File: src/rtl/mfp_eic_ack_sequencer.sv
// mfp_eic_ack_sequencer
//
// Sits between the EIC core and the MIPSfpga+ CPU EIC port. It latches the
// core's highest-priority request and holds it stable toward the CPU until
// SI_IAck. After the acknowledge it can clear the core flag by writing the
// EIFRC register through the core write port. The AHB register path also
// uses that port. A bus write always wins, and the clear write waits until
// the port is free.
//
// Ports:
//   CLK, RESET         clock and synchronous active-high reset
//   core_interrupt     EIC_Interrupt from core (0 = none, n = channel n-1)
//   core_vector        EIC_Vector from core
//   SI_IAck            CPU interrupt acknowledge pulse
//   bus_write_*        AHB-side register write request
//   write_*            merged write port toward the core (combinational)
//   EIC_Interrupt/Vector  registered request presented to the CPU
//   busy               high whenever the sequencer is not IDLE
//   timeout            one-cycle pulse when a request goes unacknowledged

module mfp_eic_ack_sequencer #(
   parameter int                    ADDR_WIDTH  = 5,
   parameter logic [ADDR_WIDTH-1:0] REG_EIFRC_0 = 5'h8,
   parameter logic [ADDR_WIDTH-1:0] REG_EIFRC_1 = 5'h9,
   parameter logic [ADDR_WIDTH-1:0] REG_NONE    = 5'h1f,
   parameter int                    ACK_TIMEOUT = 1024,
   parameter bit                    AUTO_CLEAR  = 1'b1
) (
   input  logic                  CLK,
   input  logic                  RESET,
   input  logic [7:0]            core_interrupt,
   input  logic [5:0]            core_vector,
   input  logic                  SI_IAck,
   input  logic [ADDR_WIDTH-1:0] bus_write_addr,
   input  logic [31:0]           bus_write_data,
   input  logic                  bus_write_enable,
   output logic [ADDR_WIDTH-1:0] write_addr,
   output logic [31:0]           write_data,
   output logic                  write_enable,
   output logic [7:0]            EIC_Interrupt,
   output logic [5:0]            EIC_Vector,
   output logic                  busy,
   output logic                  timeout
);

   localparam int TW = (ACK_TIMEOUT > 1) ? $clog2(ACK_TIMEOUT) : 1;

   typedef enum logic [2:0] {
      S_IDLE,
      S_PRESENT,
      S_CLEAR,
      S_SETTLE,
      S_WAIT_DROP,
      S_GAP
   } state_t;

   state_t          state_q,   state_d;
   logic [7:0]      int_q,     int_d;      // request shown to the CPU
   logic [5:0]      vec_q,     vec_d;
   logic [7:0]      n_q,       n_d;        // acknowledged request, kept for clear/drop
   logic [TW-1:0]   timer_q,   timer_d;
   logic            timeout_q, timeout_d;

   // NOTE: every always_comb output gets a default first, so no path can leave
   // a signal unassigned and infer a latch.
   always_comb begin
      state_d   = state_q;
      int_d     = int_q;
      vec_d     = vec_q;
      n_d       = n_q;
      timer_d   = '0;
      timeout_d = 1'b0;

      unique case (state_q)
         S_IDLE: begin
            if (core_interrupt != 8'd0) begin
               int_d   = core_interrupt;
               vec_d   = core_vector;
               state_d = S_PRESENT;
            end
         end

         S_PRESENT: begin
            timer_d = timer_q + TW'(1);
            // The acknowledge takes priority over a simultaneous drop or timeout.
            if (SI_IAck) begin
               n_d     = int_q;
               int_d   = '0;
               vec_d   = '0;
               state_d = AUTO_CLEAR ? S_CLEAR : S_WAIT_DROP;
            end else if (core_interrupt == 8'd0) begin
               int_d   = '0;
               vec_d   = '0;
               state_d = S_IDLE;
            end else if (timer_q == TW'(ACK_TIMEOUT - 1)) begin
               timeout_d = 1'b1;
               int_d     = '0;
               vec_d     = '0;
               state_d   = S_GAP;
            end
         end

         // The clear write goes out in any cycle the bus leaves the port free.
         S_CLEAR:     if (!bus_write_enable) state_d = S_SETTLE;

         // This state gives the core flag one cycle to update, so the cleared
         // channel is not presented again.
         S_SETTLE:    state_d = S_IDLE;

         S_WAIT_DROP: if (core_interrupt != n_q) state_d = S_IDLE;

         S_GAP:       state_d = S_IDLE;

         default:     state_d = S_IDLE;
      endcase
   end

   // NOTE: sequential state is updated with non-blocking assignments only, so
   // every flop samples the pre-edge value of its neighbours.
   always_ff @(posedge CLK) begin
      if (RESET) begin
         state_q   <= S_IDLE;
         int_q     <= '0;
         vec_q     <= '0;
         n_q       <= '0;
         timer_q   <= '0;
         timeout_q <= 1'b0;
      end else begin
         state_q   <= state_d;
         int_q     <= int_d;
         vec_q     <= vec_d;
         n_q       <= n_d;
         timer_q   <= timer_d;
         timeout_q <= timeout_d;
      end
   end

   // Clear word. The low five bits of (n-1) give the bit index for both banks:
   // n-1 for channels 1..32 and n-33 for channels 33..64.
   logic [4:0] clr_shift;
   assign clr_shift = n_q[4:0] - 5'd1;

   always_comb begin
      write_enable = 1'b0;
      write_addr   = REG_NONE;
      write_data   = '0;
      if (bus_write_enable) begin
         write_enable = 1'b1;
         write_addr   = bus_write_addr;
         write_data   = bus_write_data;
      end else if (state_q == S_CLEAR) begin
         write_enable = 1'b1;
         write_addr   = (n_q <= 8'd32) ? REG_EIFRC_0 : REG_EIFRC_1;
         write_data   = 32'd1 << clr_shift;
      end
   end

   assign EIC_Interrupt = int_q;
   assign EIC_Vector    = vec_q;
   assign busy          = (state_q != S_IDLE);
   assign timeout       = timeout_q;

endmodule

File: config.mk
export PLATFORM = sky130hd
export DESIGN_NAME = mfp_eic_ack_sequencer
export DESIGN_NICKNAME = d
export VERILOG_FILES = /design/src/rtl/mfp_eic_ack_sequencer.sv
export SDC_FILE = /design/constraint.sdc
export NUM_CORES = 1
export LEC_CHECK = 0
export BUFFER_PORTS_ARGS = -buffer_cell sky130_fd_sc_hd__buf_4
export CAP_MARGIN = 0
export CORE_AREA = 3 3 77 79
export DETAILED_ROUTE_END_ITERATION = 16
export DIE_AREA = 0 0 80 82
export PLACE_DENSITY = 0.72
export RECOVER_POWER = 100
export SYNTH_ARGS = -nofsm -noshare
export SYNTH_HDL_FRONTEND = slang
export SYNTH_SLANG_ARGS = --single-unit
File: constraint.sdc
create_clock -name CLK -period 1.61 [get_ports CLK]
set_input_delay 0.161 -clock CLK [delete_from_list [all_inputs] [get_ports CLK]]
set_output_delay 0.161 -clock CLK [all_outputs]
set_load 0.02 [all_outputs]
==> results of run 1 <==
[layout make-up]
type | instances | area [um^2] | area share (%)
repair buffers | 149 | 1230 | 34.4
flip-flops and latches | 36 | 731 | 20.5
inverters | 8 | 30.0 | 0.841
clock buffers | 8 | 90.1 | 2.52
well taps | 72 | 90.1 | 2.52
multi-input cells | 192 | 1400 | 39.3
[final timing paths]
kind / startpoint / to / cells past startpoint
min: core_vector[4] / EIC_Vector[4]$_SDFFE_PP0P_ / 3
max reg2reg: state_q[0]$_SDFFE_PP0P_ / state_q[0]$_SDFFE_PP0P_ / 5
max: state_q[0]$_SDFFE_PP0P_ / write_data[2] / 6
min reg2reg: EIC_Interrupt[4]$_SDFFE_PP0P_ / n_q[4]$_SDFFE_PP0P_ / 2
[power groups by stage]
stage,Clock [mW],Combinational (mW),Sequential (mW)
after floorplan,0,0.324,1.01
after global placement,0,0.681,0.988
after detailed placement,0,0.690,0.989
after CTS,0.669,0.730,0.970
after global routing,0.700,0.809,0.976
final,0.659,0.759,0.971
[what timing repair did]
item | 4_1_cts | 5_1_grt
hold buffers | 0 | 0
resized for setup | 33 | 36
gates cloned | 0 | 1
buffers inserted | 4 | 5
pin swaps | 15 | 23
setup endpoints to repair | 47 | 53
[kinds of logic after synthesis]
| group | Yosys count | share of synthesized area (%) |
|---|---|---|
| AO/OA/AOI/OAI | 54 | 19.9 |
| XOR/XNOR | 16 | 6.54 |
| adder cells (fa/ha/maj) | 1 | 0.584 |
| buffers and inverters | 26 | 5.43 |
| flip-flops | 36 | 33.6 |
| multiplexers | 15 | 7.06 |
| AND/OR/NAND/NOR | 106 | 26.9 |
[registers in the layout (all words and copies together) (netlist names)]
| signal | count |
|---|---|
| EIC_Interrupt | 8 |
| EIC_Vector | 6 |
| n_q | 8 |
| state_q | 3 |
| timeout | 1 |
| timer_q | 10 |
[cells in the final DEF (no fill, tap or decap), types with 2 or more instances in the layout]
cell type   n
a22o_1     30
nand2_1    37
and3b_1     2
mux2i_1    14
buf_4      96
nand2b_1   16
nor2_4      3
xor2_1     12
clkbuf_8    6
dfxtp_1    30
or3_4       2
inv_1       7
xnor2_1     4
buf_6      36
nor3_1      3
o21ai_1     2
nand3_1     4
o21ai_0     2
nor2_1     13
or4_4       2
a21oi_1    13
dfxtp_2     5
clkbuf_1   17
nand2b_4    2
nor3b_1     4
[routing by layer]
metal | part of all wire [%] | vias up | wire length (um) | track usage (%)
li1 | - | 1171 | - | -
met1 | 40 | 1070 | 2780 | 22.3
met2 | 49 | 102 | 3420 | 35.1
met3 | 8.2 | 15 | 571 | 4.06
met4 | 2.6 | 0 | 182 | 8.11
met5 | 0 | - | 0 | 0
[metrics by stage]
step,util [%],instances,instance area (um^2),TNS [ns],hold WS (ns)
finish,66.1,465,3570,-7.17,0.121
floorplan,-,254,2150,-1.75,0.300
detailed placement,59.7,449,3230,-3.05,0.425
global route,66.1,465,3570,-9.98,0.123
global placement,59.7,449,3230,-2.37,0.414
CTS,64.0,461,3460,-7.24,0.115
[worst max-delay path, cell delays in order, from the launching register on]
cell	delay, ns
dfxtp_4	0.35
nor4b_4	0.30
buf_4	0.17
nor2b_4	0.13
and2_4	0.19
a22o_1	0.16
buf_6	0.12
==> impl_metrics.ini, run 1 <==
[status]
status = finished with violations
violations = setup timing

[floorplan]
num_rows = 27
die_h_um = 82
initial_utilization_pct = 39.7
dieArea_um2 = 6560
die_width_um = 80
coreArea_um2 = 5410
io_pins = 109

[critical_path]
cp.arrival_ns = 1.71
critPathKind = reg2out
startpoint_type = register
cp-end-kind = output pin
cp_data_required_time_ns = 1.45
worst-path-max-fanout = 7
reg2reg_slack_ns = -0.01

[drt]
wl_per_cell_um = 14.9
detail-route-antenna-nets = 0
first_pass_iters = 4
drt_iter0_markers = 106
vias = 2358
routed_wl_mm = 6.95
drc_errors = 0
vias_per_cell = 5.07

[clock_network]
clock-sinks = 36
cts_tree = done
root_buffer = clkbuf_8
htree_levels = 2
clock_path_buffers = 2
numCtsBuffers = 5
cts.clk_slew.worst_paths_ns = 0.07
clock_latency_ns = 0.29

[layout]
drive_gt1_share_pct = 44.0
antennaDiodeCount = 0
fin_nets = 448
area_growth_pct = 66.6
n_fill_cell = 465

[pwr]
p_int_mw = 1.68
power_switching_mw = 0.710
p_leak_nw = 1.56
power_frac_seq_pct = 40.6
powerDensity_nw_per_um2 = 669
comb_power_share_pct = 31.8
peakVddDrop_mv = 0.664
clockPowerShare_pct = 27.6
finalPower_mw = 2.39
switching_share_pct = 29.7

[flow_run]
max_cap_violations = 0

[placed_design]
place_congestion = 0.827
dp_hpwl_mm = 5.07
port_buffers = 108
dp_slack_ns = -0.170

[synth]
synth_edf_count = 0
synthTopCellsByCount = nand2_1 (38), dfxtp_1 (36), a22o_1 (30), nand2b_1 (18), nor2_1 (16)
syn_avg_cell_area_um2 = 8.44
yosysMostFrequentCell = nand2_1
yosys_register_bits = 36
syn_inst = 254
netlist_area_um2 = 2140
synth_top_cell_by_area = dfxtp_1
async_flop_share_pct = 0
yosysWarnings = 0
synth_area_leaders = dfxtp_1 (34%), a22o_1 (12%), nand2_1 (6.7%)
synth_flop_cell = dfxtp_1
ys_seq_area_share_pct = 33.6
yosysUniqueCellTypes = 42
syn_nets = 310
synth_top_area_share_pct = 33.6

[timing]
rsz0062_at_grt = true
setup_viol = 34
timing.slew.headroom_pct = 75.1
slew_viol_final = 0
skew_ns = 0.00339
fin_crit_sh_pct = 116
min_period_ns = 1.87
fin_ws_ns = -0.262
hold_violations = 0
worst_slew_pin_slew_ns = 0.374
fmax_mhz = 534

[grt]
grt_max_degree = 40
grt_usage_pct = 19.5
antenna_found_initial = 0
grt_pass1_vias = 2149
grt.overflow.total = 0
grt_pass1_wl_mm = 10.1

[worst_hold_path]
hold_class = in2reg
(Power assumes the default switching activity.)
==> run 2, diff against run 1 <==
- CORE_AREA: 3 3 77 79 -> 5 5 75 77
- PLACE_DENSITY: 0.72 -> 0.76
- clock period: 1.61 -> 1.8 ns (I/O delays scaled with it)
==> run 2 against run 1 <==
  * The flow still finishes with violations (setup timing)
  * Sequential cell count stayed put
  * Utilization is 1.8 points higher
  * Design area is 6.0% lower
  * Clock skew is 0.0041 ns higher
  * Non-clock buffer count is 20 lower
  * Via count is 3.8% lower
  * Critical path depth is 1 higher
  * Setup slack better by 0.18 ns
  * Final cell count is 4.7% lower
  * Critical path type unchanged
  * Largest power group unchanged
==> impl_metrics.ini, run 2 (same netlist as run 1, synthesis figures left out) <==
[timing]
rsz0062_at_grt = true
skew_ns = 0.00746
min_period_ns = 1.88
fmax_mhz = 532
fin_crit_sh_pct = 104
timing.slew.headroom_pct = 75.3
fin_ws_ns = -0.0805
slew_viol_final = 0
hold_violations = 0
setup_viol = 18
worst_slew_pin_slew_ns = 0.369

[layout]
regMostFlops = timer_q
area_growth_pct = 56.6
final_cell_mix = buf_4 (81), nand2_1 (37), dfxtp_1 (34), buf_6 (32), a22o_1 (30)
fin_nets = 428
final_common_cell = buf_4
n_fill_cell = 434
final_util_pct = 67.9
largest_register_ffs = 10
drive_gt1_share_pct = 38.6
antennaDiodeCount = 0

[clock_network]
root_buffer = clkbuf_8
clock_latency_ns = 0.29
htree_levels = 2
clock_path_buffers = 2
cts-hold-fix-buffers = 0
numCtsBuffers = 5
cts_tree = done
cts.clk_slew.worst_paths_ns = 0.08
clock-sinks = 36

[pwr]
finalPower_mw = 2.18
peakVddDrop_mv = 0.503
p_leak_nw = 1.48
powerDensity_nw_per_um2 = 649

[floorplan]
num_rows = 26
initial_utilization_pct = 43.3
die_h_um = 82
dieArea_um2 = 6560
coreArea_um2 = 4940
io_pins = 109
die_width_um = 80

[critical_path]
startpoint_type = register
cp-end-kind = output pin
worst-path-max-fanout = 4
cp_data_required_time_ns = 1.62
critPathKind = reg2out
cp.arrival_ns = 1.70

[flow_run]
max_cap_violations = 0

[placed_design]
port_buffers = 108
dp_hpwl_mm = 5.15
place_congestion = 0.852

[grt]
grt_pass1_wl_mm = 10.3
antenna_found_initial = 0
grt_max_degree = 40
grt_usage_pct = 20.1
grt.overflow.total = 0
grt_pass1_vias = 2113

[drt]
routed_wl_mm = 6.82
drt_iter0_markers = 73
first_pass_iters = 4
drc_errors = 0
vias = 2269
wl_per_cell_um = 15.4
vias_per_cell = 5.12
detail-route-antenna-nets = 0

[status]
violations = setup timing
status = finished with violations

[worst_hold_path]
hold_class = in2reg
[run 2: cell type report]
type	instances	area, um^2	area share [%]
Clock buffer	5	68.8	2.05
Timing Repair Buffer	129	1040	31.1
Clock inverter	3	42.5	1.27
Multi-Input combinational cell	192	1360	40.5
Inverter	8	30.0	0.895
Sequential cell	36	723	21.5
Tap cell	70	87.6	2.61
[run 2: stage by stage]
step           instances  area [um^2]  worst slack [ns]  setup TNS (ns)  hold WS, ns
2_1_floorplan        254         2150            0.0312               0        0.319
3_3_place_gp         433         3120            0.0516               0        0.433
3_5_place_dp         433         3120           -0.0147         -0.0258        0.440
4_1_cts              442         3300           -0.0732          -0.723        0.129
5_1_grt              443         3360            -0.165           -2.92        0.130
6_report             443         3360           -0.0805          -0.724        0.135
[run 2: report_power, final]
part	switching (mW)	internal [mW]	leakage, nW
Clock	0.291	0.410	0.0541
Sequential	0.0321	0.835	0.294
Combinational	0.306	0.303	1.13
[run 2: worst max-delay path: stages, from the launching register on]
cell and delay (ns):
dfxtp_2 0.33, nor4b_4 0.34, buf_4 0.19, nand2_4 0.05, nor2_4 0.11, buf_6 0.12
a22o_1 0.14, buf_6 0.13
[run 2: final timing paths]
path	startpoint	end	slack, ns	cells after the start
worst max-delay path	state_q[0]$_SDFFE_PP0P_	write_data[7]	-0.08	7
worst min-delay path	core_vector[0]	EIC_Vector[0]$_SDFFE_PP0P_	0.14	3
worst max register to register	state_q[0]$_SDFFE_PP0P_	EIC_Interrupt[3]$_SDFFE_PP0P_	0.19	6
worst min register to register	timer_q[0]$_SDFF_PP0_	timer_q[0]$_SDFF_PP0_	0.46	1
[run 2: repair_timing]
item | 4_1_cts | 5_1_grt
buffers inserted | 1 | 1
setup endpoints to repair | 18 | 31
pin swaps | 6 | 24
gates resized for setup | 18 | 30
[run 2: layer usage]
layer  track usage, %  share of wire, %
met1             22.7                40
met2             36.3                50
met5                0                 0
met3             5.92               8.8
met4             6.08               1.2
==> run 3, diff against run 2 <==
- CORE_AREA: 5 5 75 77 -> 5 5 73 75
- DIE_AREA: 0 0 80 82 -> 0 0 78 80
- PLACE_DENSITY: 0.76 -> 0.89
- clock period: 1.8 -> 2.3 ns (I/O delays scaled with it)
==> run 3 against run 2 <==
  * The flow now finishes without violations
  * Global-route usage grew 1.1 points
  * Largest power group unchanged
  * Final cell count shrank 7.2%
  * Combinational power shrank 34%
  * Sequential power shrank 21%
  * Register-to-register slack gained 0.03 ns
  * Die area shrank 4.9%
  * Hold slack gained 0.049 ns
  * Sequential cell count is the same
==> impl_metrics.ini, run 3 (same netlist as run 1, synthesis figures left out) <==
[layout]
antennaDiodeCount = 0
fin_cells = 411
area_growth_pct = 36.9
fin_nets = 412
largest_register_ffs = 10
final_common_cell = buf_4
regMostFlops = timer_q
drive_gt1_share_pct = 31.4
post-route-cell-area_um2 = 2930
final_cell_mix = buf_4 (65), nand2_1 (38), dfxtp_1 (36), a22o_1 (30), clkbuf_2 (24)

[placed_design]
placed_area_um2 = 2970
dp_hpwl_mm = 5.18
place_inst = 403
port_buffers = 108
place_congestion = 0.819
dp_slack_ns = 0.334

[floorplan]
io_pins = 109
die_width_um = 78
num_rows = 25
dieArea_um2 = 6240
coreArea_um2 = 4600
initial_utilization_pct = 46.6
die_h_um = 80

[timing]
setup_viol = 0
fin_ws_ns = 0.131
fmax_mhz = 461
min_period_ns = 2.17
fin_crit_sh_pct = 94.3
worst_slew_pin_slew_ns = 0.906
skew_ns = 0.00363
timing.slew.headroom_pct = 39.4
slew_viol_final = 0
hold_violations = 0
rsz0062_at_grt = false
setup_tns_ns = 0

[clock_network]
cts_tree = done
clock-sinks = 36
numCtsBuffers = 5
root_buffer = clkbuf_8
cts-hold-fix-buffers = 0
cts.clk_slew.worst_paths_ns = 0.07
clock_latency_ns = 0.29
clock_path_buffers = 2
htree_levels = 2

[pwr]
switching_share_pct = 29.5
clockPowerShare_pct = 33.7
p_leak_nw = 1.29
power_frac_seq_pct = 41.8
p_int_mw = 1.15
peakVddDrop_mv = 0.487
power_switching_mw = 0.483
powerDensity_nw_per_um2 = 558
comb_power_share_pct = 24.4

[critical_path]
cp.arrival_ns = 1.94
cp-end-kind = output pin
startpoint_type = register
cp_data_required_time_ns = 2.07
worst-path-max-fanout = 8
critPathKind = reg2out
reg2reg_slack_ns = 0.22

[drt]
vias = 2251
drt_iter0_markers = 106
vias_per_cell = 5.48
routed_wl_mm = 6.65
detail-route-antenna-nets = 0
drc_errors = 0
wl_per_cell_um = 16.2
first_pass_iters = 4

[worst_hold_path]
hold_class = in2reg

[flow_run]
max_cap_violations = 0

[grt]
grt.overflow.total = 0
antenna_found_initial = 0
grt_usage_pct = 21.2
grt_max_degree = 40
grt_pass1_wl_mm = 10.7
grt_pass1_vias = 2195

[status]
status = complete, no violations
run 3: changes by cell type in the layout (fill, tap and decap cells not counted), sizes merged:
| cell | change |
|---|---|
| buf | -46 |
| clkbuf | +30 |
run 3: final cells by class:
cell class / count / area (um^2)
Sequential cell: 36 / 721
Clock buffer: 5 / 68.8
Timing Repair Buffer: 113 / 706
Fill cell: 435 / 1660
Clock inverter: 3 / 42.5
Multi-Input combinational cell: 192 / 1300
Tap cell: 54 / 67.6
Inverter: 8 / 30.0
run 3: critical path: stages, from the launching register on:
cell	delay, ns
dfxtp_1	0.48
nor4b_2	0.24
buf_4	0.18
nand2b_1	0.09
nor2_2	0.29
a22o_1	0.19
clkbuf_2	0.17
run 3: per-stage QoR:
step | power [mW] | hold WS, ns | util, %
2_1_floorplan | 0.935 | 0.369 | -
3_3_place_gp | 1.13 | 0.442 | 64.7
3_5_place_dp | 1.14 | 0.450 | 64.7
4_1_cts | 1.69 | 0.177 | 67.1
5_1_grt | 1.71 | 0.180 | 63.8
6_report | 1.64 | 0.185 | 63.8
run 3: repair_timing:
item / 4_1_cts / 5_1_grt
resized for setup: 0 / 2
setup buffers: 0 / 0
endpoints found under the setup margin: 0 / 14
run 3: layer usage:
metal / GRT usage (%) / up-vias / part of all wire [%]
li1: - / 1095 / -
met1: 24.0 / 1040 / 38
met2: 38.1 / 108 / 51
met3: 5.76 / 8 / 9.6
met4: 7.09 / 0 / 1.2
met5: 0 / - / 0
run 3: path summary, 6_finish.rpt:
| path | startpoint | endpoint | depth (start not counted) |
|---|---|---|---|
| setup reg to reg | timer_q[0]$_SDFF_PP0_ | EIC_Interrupt[3]$_SDFFE_PP0P_ | 6 |
| setup / recovery | state_q[1]$_SDFFE_PP0P_ | write_data[16] | 6 |
| hold reg to reg | timer_q[0]$_SDFF_PP0_ | timer_q[0]$_SDFF_PP0_ | 1 |
| hold / removal | core_vector[5] | EIC_Vector[5]$_SDFFE_PP0P_ | 3 |
run 3: power by group through the flow:
stage | combinational (mW) | sequential [mW] | clock, mW
finish | 0.400 | 0.685 | 0.552
detailed placement | 0.440 | 0.698 | 0
global placement | 0.431 | 0.697 | 0
CTS | 0.441 | 0.685 | 0.561
floorplan | 0.225 | 0.710 | 0
global route | 0.433 | 0.688 | 0.593
